File: src/rtl/noc_arb_pkg.sv
// Shared arbitration types and constants for the mesh router output-port arbiters.
// Port indices are common with the router so grant vectors line up with port numbering.
package noc_arb_pkg;

  // Arbitration mode, selected per instance through LOCK_EN.
  localparam int ARB_HOLD = 0;
  localparam int ARB_LOCK = 1;

  // Router port indices; index 0 is always the local injection port.
  localparam int P_LOCAL = 0;
  localparam int P_N     = 1;
  localparam int P_E     = 2;
  localparam int P_S     = 3;
  localparam int P_W     = 4;
  localparam int N_PORTS = 5;

  typedef enum logic {
    ST_IDLE  = 1'b0,
    ST_GRANT = 1'b1
  } arb_state_e;

  // Per-cycle decision taken by the arbiter at the next clock edge.
  typedef enum logic [2:0] {
    ACT_KEEP,
    ACT_GRANT,
    ACT_IDLE,
    ACT_INC,
    ACT_WRAP
  } arb_act_e;

  // Hold counter must represent 0..HOLD_MAX-1 with headroom for the compare.
  function automatic int cnt_width(input int hold_max);
    return $clog2(hold_max) + 1;
  endfunction

endpackage

File: src/rtl/rr_hold_arbiter_if.sv
// Request/grant bundle between the input-port requesters and one output-port arbiter.
interface rr_hold_arbiter_if #(
  parameter int N_REQ = 5
);
  localparam int CW = $clog2(N_REQ);

  logic [N_REQ-1:0] req;
  logic [N_REQ-1:0] last;
  logic             en;
  logic [N_REQ-1:0] gnt;
  logic             gnt_vld;
  logic [CW-1:0]    gnt_idx;

  modport master (
    output req, last, en,
    input  gnt, gnt_vld, gnt_idx
  );

  modport slave (
    input  req, last, en,
    output gnt, gnt_vld, gnt_idx
  );

endinterface

File: src/rtl/rr_pick.sv
// Rotating priority encoder: first eligible requester at or after ptr, with modulo wrap.
module rr_pick #(
  parameter int N_REQ = 5,
  parameter int CW    = $clog2(N_REQ)
) (
  input  logic [N_REQ-1:0] req,
  input  logic [CW-1:0]    ptr,
  input  logic [N_REQ-1:0] mask,
  output logic [CW-1:0]    pick_idx,
  output logic             pick_vld
);

  logic [N_REQ-1:0] elig;
  logic [N_REQ-1:0] rot;
  logic [CW-1:0]    off;
  logic [CW:0]      sum;

  assign elig = req & ~mask;

  // rot[k] is elig[(ptr + k) mod N_REQ]; the left shift supplies the wrapped part.
  assign rot = (elig >> ptr) | (elig << (N_REQ - int'(ptr)));

  // NOTE: off gets a default before the loop so every path assigns it and no latch is inferred.
  always_comb begin
    off = '0;
    for (int k = N_REQ - 1; k >= 0; k--) begin
      if (rot[k]) off = CW'(k);
    end
  end

  assign pick_vld = |elig;
  assign sum      = {1'b0, ptr} + {1'b0, off};
  assign pick_idx = (sum >= (CW+1)'(N_REQ)) ? CW'(sum - (CW+1)'(N_REQ)) : sum[CW-1:0];

endmodule

File: src/rtl/rr_hold_arbiter.sv
// Round-robin output-port arbiter with a bounded hold quantum (HOLD) or packet lock (LOCK).
// en=0 freezes everything except the release of an owner that dropped its request.
module rr_hold_arbiter
  import noc_arb_pkg::*;
#(
  parameter int N_REQ    = 5,
  parameter int HOLD_MAX = 5,
  parameter int LOCK_EN  = ARB_HOLD
) (
  input logic              clk,
  input logic              rst_n,
  rr_hold_arbiter_if.slave bus
);

  localparam int              CW       = $clog2(N_REQ);
  localparam int              NW       = cnt_width(HOLD_MAX);
  localparam logic [NW-1:0]   CNT_LAST = NW'(HOLD_MAX - 1);
  localparam logic [CW-1:0]   IDX_LAST = CW'(N_REQ - 1);

  arb_state_e       state;
  arb_act_e         act;
  logic [N_REQ-1:0] gnt_q;
  logic [CW-1:0]    own;
  logic [CW-1:0]    ptr;
  logic [NW-1:0]    cnt;

  logic [N_REQ-1:0] own_mask;
  logic             own_req;
  logic             own_last;
  logic [CW-1:0]    pick_idx;
  logic             pick_vld;
  logic [N_REQ-1:0] pick_gnt;
  logic [CW-1:0]    pick_ptr;

  // gnt_q is the one-hot owner, so it doubles as the owner mask and request/tail selector.
  assign own_mask = (state == ST_GRANT) ? gnt_q : '0;
  assign own_req  = |(bus.req & gnt_q);
  assign own_last = |(bus.last & gnt_q);

  rr_pick #(
    .N_REQ (N_REQ),
    .CW    (CW)
  ) u_pick (
    .req      (bus.req),
    .ptr      (ptr),
    .mask     (own_mask),
    .pick_idx (pick_idx),
    .pick_vld (pick_vld)
  );

  assign pick_gnt = N_REQ'(1) << pick_idx;
  assign pick_ptr = (pick_idx == IDX_LAST) ? '0 : pick_idx + CW'(1);

  always_comb begin
    act = ACT_KEEP;
    case (state)
      ST_IDLE: begin
        if (bus.en && pick_vld) act = ACT_GRANT;
      end
      ST_GRANT: begin
        if (!own_req) begin
          // A dropped request releases even while frozen; a waiting requester takes over at once.
          act = (bus.en && pick_vld) ? ACT_GRANT : ACT_IDLE;
        end else if (bus.en) begin
          if (LOCK_EN == ARB_LOCK) begin
            if (own_last) act = pick_vld ? ACT_GRANT : ACT_IDLE;
          end else if (cnt != CNT_LAST) begin
            act = ACT_INC;
          end else begin
            act = pick_vld ? ACT_GRANT : ACT_WRAP;
          end
        end
      end
      default: act = ACT_IDLE;
    endcase
  end

  // NOTE: state registers use non-blocking assignments so every flop samples pre-edge values.
  always_ff @(posedge clk or negedge rst_n) begin
    if (!rst_n) begin
      state <= ST_IDLE;
      gnt_q <= '0;
      own   <= '0;
      ptr   <= '0;
      cnt   <= '0;
    end else begin
      case (act)
        ACT_GRANT: begin
          state <= ST_GRANT;
          gnt_q <= pick_gnt;
          own   <= pick_idx;
          ptr   <= pick_ptr;
          cnt   <= '0;
        end
        ACT_IDLE: begin
          state <= ST_IDLE;
          gnt_q <= '0;
          own   <= '0;
          cnt   <= '0;
        end
        ACT_INC:  cnt <= cnt + 1'b1;
        ACT_WRAP: cnt <= '0;
        default:  ;
      endcase
    end
  end

  assign bus.gnt     = gnt_q;
  assign bus.gnt_vld = (state == ST_GRANT);
  assign bus.gnt_idx = own;

  a_gnt_onehot0 : assert property (@(posedge clk) disable iff (!rst_n) $onehot0(gnt_q));
  a_vld_matches : assert property (@(posedge clk) disable iff (!rst_n)
                                   ((state == ST_GRANT) == (|gnt_q)));
  a_idx_idle    : assert property (@(posedge clk) disable iff (!rst_n)
                                   ((state == ST_IDLE) |-> (own == '0)));
  a_ptr_range   : assert property (@(posedge clk) disable iff (!rst_n) (ptr <= IDX_LAST));

endmodule

File: src/flat_wrapper.sv
// flat-port wrapper written by rule: the top's interface ports become plain ports
module rr_hold_arbiter_flat import noc_arb_pkg::*;
#(
  parameter int N_REQ    = 5,
  parameter int HOLD_MAX = 5,
  parameter int LOCK_EN  = ARB_HOLD
)
  (clk, rst_n, bus_req, bus_last, bus_en, bus_gnt, bus_gnt_vld, bus_gnt_idx);
  rr_hold_arbiter_if #(.N_REQ(N_REQ)) bus_i ();
  input logic clk;
  input logic rst_n;
  input wire logic [$bits(bus_i.req)-1:0] bus_req;
  input wire logic [$bits(bus_i.last)-1:0] bus_last;
  input wire logic [$bits(bus_i.en)-1:0] bus_en;
  output wire logic [$bits(bus_i.gnt)-1:0] bus_gnt;
  output wire logic [$bits(bus_i.gnt_vld)-1:0] bus_gnt_vld;
  output wire logic [$bits(bus_i.gnt_idx)-1:0] bus_gnt_idx;
  assign bus_i.req = bus_req;
  assign bus_i.last = bus_last;
  assign bus_i.en = bus_en;
  assign bus_gnt = bus_i.gnt;
  assign bus_gnt_vld = bus_i.gnt_vld;
  assign bus_gnt_idx = bus_i.gnt_idx;
  rr_hold_arbiter #(.N_REQ(N_REQ), .HOLD_MAX(HOLD_MAX), .LOCK_EN(LOCK_EN)) u_core (.clk(clk), .rst_n(rst_n), .bus(bus_i));
endmodule
File: config.mk
export PLATFORM = sky130hd
export DESIGN_NAME = rr_hold_arbiter_flat
export DESIGN_NICKNAME = d
export VERILOG_FILES = /design/src/rtl/noc_arb_pkg.sv /design/src/rtl/rr_hold_arbiter_if.sv /design/src/rtl/rr_pick.sv /design/src/rtl/rr_hold_arbiter.sv /design/src/flat_wrapper.sv
export SDC_FILE = /design/constraint.sdc
export NUM_CORES = 1
export LEC_CHECK = 0
export BUFFER_PORTS_ARGS = -buffer_cell sky130_fd_sc_hd__buf_2
export CORE_MARGIN = 4
export CORE_UTILIZATION = 50
export CTS_CLUSTER_DIAMETER = 40
export DETAILED_ROUTE_END_ITERATION = 8
export MAX_ROUTING_LAYER = met4
export PLACE_DENSITY = 0.69
export SLEW_MARGIN = 5
export SYNTH_ARGS = -nofsm -noshare
export SYNTH_HDL_FRONTEND = slang
export SYNTH_HIERARCHICAL = 1
export SYNTH_SLANG_ARGS = --single-unit
export TNS_END_PERCENT = 1
File: constraint.sdc
create_clock -name clk -period 13.62 [get_ports clk]
set_input_delay 2.724 -clock clk [delete_from_list [all_inputs] [get_ports clk]]
set_output_delay 2.724 -clock clk [all_outputs]
set_load 0.01 [all_outputs]
==> results.yml <==
grt:
  grt_antenna_before_repair: 0
  track_usage: 0.1652
  grt_pass1_vias: 1049
  grt.overflow.total: 0
  grt_max_degree: 19
  grt_first_pass_wirelength_um: 4560
worst_hold_path:
  hp-class: "flop to flop"
  holdCritStartpoint: "u_core/bus.gnt_idx[2]"
  holdPathEnd: "u_core/bus.gnt_idx[2]"
  whs_path_depth: 1
clock_tree:
  cts_tree: "yes"
  clock-sinks: 16
  htree_levels: 1
  post_cts_hold_buffer_count: 0
  numCtsBuffers: 3
  post-cts-setup-buffer-count: 0
  cts_buffer_depth: 2
  cts_resized: 0
  clkTransAtPathRegs_ns: 0.10
  ctsRootBufferMaster: "clkbuf_4"
  clock_latency_ns: 0.28
synthesis:
  ys_async_sr_fraction: 1.000
  seq_area_frac_synth: 0.2860
  ys_seq_elements: 16
  syn_avg_cell_area_um2: 9.460
  syn_inst: 148
  synth.largest_area_cell: "dfrtp_1"
  syn_nets: 175
  yosysWarnings: 6
  ys_types: 46
  synth_edf_count: 0
  syn-cell-area_mm2: 0.001400
  ys.flop_type: "dfrtp_1"
  yosys.area.top_type_share: 0.2860
  synth.area.top_cells: "dfrtp_1, ha_1, a21oi_1"
worst_setup_path:
  crit_fanout: 5
  critPathLaunchType: "primary input"
  r2r_slack_ns: 8.49
  path_cells: "buf_2 > or2b_2 > mux2i_1 > a222oi_1 > nand2b_1 > a21oi_2 > ha_1 > fa_1 > inv_1 > ha_1 > nor2b_1 > o21ai_0 > a211oi_1 > nor2_1 > xnor2_1 > inv_1 > ha_1 > a21oi_1 > mux2_2"
  r2r.worst_path.cells: 19
  worstSetupPathType: "primary input to flop"
  r2r-end: "u_core/ptr[2]"
  reg2reg_from: "u_core/ptr[1]"
  max_stage_delay_ns: 0.49
  required_ns: 13.80
  crit_top_cell: "ha_1"
  crit_arrival_ns: 6.90
  cp_slowest_cell: "a211oi_1"
  end_kind: "flop"
timing:
  setup_viol: 0
  max_freq_ghz: 0.1488
  min_period_over_period: 0.4933
  tns_ns: 0
  drv_slew: 0
  fin_crit_ns: 6.719
  tightest_slew_ns: 0.5515
  rsz0062_at_grt: "false"
  finalHoldViolCount: 0
  relSlewSlack: 0.6284
  fin_skew_ns: 0.01097
floorplanning:
  die_h_um: 60.92
  io_pins: 22
  dieArea_mm2: 0.003711
  core_mm2: 0.002567
  rows: 18
  die_width_um: 60.92
  initial_core_util: 0.5453
detailed_routing:
  vias: 1158
  wl_per_cell_um: 14.44
  detail_route.first_pass.iterations: 5
  drc_errors: 0
  drt_first_iter_violations: 91
  avgViaCountPerCell: 6.000
  ant_nets: 0
  wl_um: 2786
flow_run:
  cap_violations: 0
layout:
  fin_nets: 191
  drive_above_1_share: 0.2454
  num_antenna_cells: 0
  final_cell_mix: "buf_2, dfrtp_1, ha_1"
  area_growth_pct: 8.043
placed_design:
  portBuffers: 16
  place_congestion: 0.8222
  hpwl_um: 2206
status:
  outcome: "complete, no violations"
[worst max-delay path by stage]
stage / start / endpoint / cells after the start
floorplan: bus_req[0] / u_core/ptr[2] / 18
global placement: bus_req[3] / u_core/ptr[2] / 19
detailed placement: bus_req[0] / u_core/ptr[2] / 19
CTS: bus_req[4] / u_core/ptr[2] / 19
global route: bus_req[4] / u_core/ptr[2] / 19
finish: bus_req[4] / u_core/ptr[2] / 19
[state kept, by name, summed over array words and instances (netlist names)]
register / flops
u_core/cnt: 4
u_core/ptr: 3
u_core/bus.gnt_vld: 1
u_core/bus.gnt: 5
u_core/bus.gnt_idx: 3
[routing by layer]
layer	track usage	part of all wire	vias up
met5	-	0	-
met4	0.02786	0	0
met3	0.02128	0.058	0
met2	0.2611	0.43	31
met1	0.2300	0.51	543
li1	-	-	584
[synth_stat cells (all sizes together) (2+ instances only)]
| library cell | number |
|---|---|
| mux2 | 3 |
| inv | 9 |
| a21o | 2 |
| a22oi | 2 |
| xnor2 | 3 |
| or2b | 4 |
| a222oi | 3 |
| or3b | 2 |
| a21oi | 11 |
| nand2b | 4 |
| nor2 | 6 |
| ha | 13 |
| mux2i | 4 |
| nand2 | 11 |
| nand4 | 3 |
| buf | 3 |
| nor3 | 4 |
| nand3 | 2 |
| or2 | 3 |
| dfrtp | 16 |
| a22o | 4 |
| a211oi | 2 |
| clkbuf | 2 |
| nand3b | 3 |
| and2 | 6 |
| o22ai | 2 |
| o21ai | 4 |
| o211ai | 2 |
| a32o | 4 |
[through the flow]
step                      area, um^2  hold slack, ns  std cells  utilization  setup WS, ns
after floorplan                 1400          0.5206        148            -         7.244
after global placement          1476          0.4903        189       0.5750         6.739
after detailed placement        1476          0.4903        189       0.5750         6.681
after CTS                       1513          0.5153        193       0.5892         6.971
after global routing            1513          0.5355        193       0.5892         6.653
final                           1513          0.5120        193       0.5892         6.901
[logic make-up after synthesis]
group | share of synthesized area
AO/OA/AOI/OAI | 0.2332
buffers and inverters | 0.05362
AND/OR/NAND/NOR | 0.2199
flip-flops | 0.2860
XOR/XNOR | 0.01877
adder cells (fa/ha/maj) | 0.1305
multiplexers | 0.05809
[cell type report]
type                       count  area, um^2
sequential                    16       400.4
timing repair buffer          16       80.08
clock buffer                   4       36.28
fill                         229        1055
tap                           30       37.54
inverter                       9       33.78
multi-input combinational    118       924.6
[critical path, delay by kind of cell]
kind	cells	cell delay [ns]
buffers and inverters	3	0.38
AO/OA/AOI/OAI	5	0.92
XOR/XNOR	1	0.40
adder cells (fa/ha/maj)	4	1.13
AND/OR/NAND/NOR	4	0.79
multiplexers	2	0.55
Power is left out: the tool's default activity adds up to more than one toggle a clock period on the data nets, which glitch-free logic cannot reach.
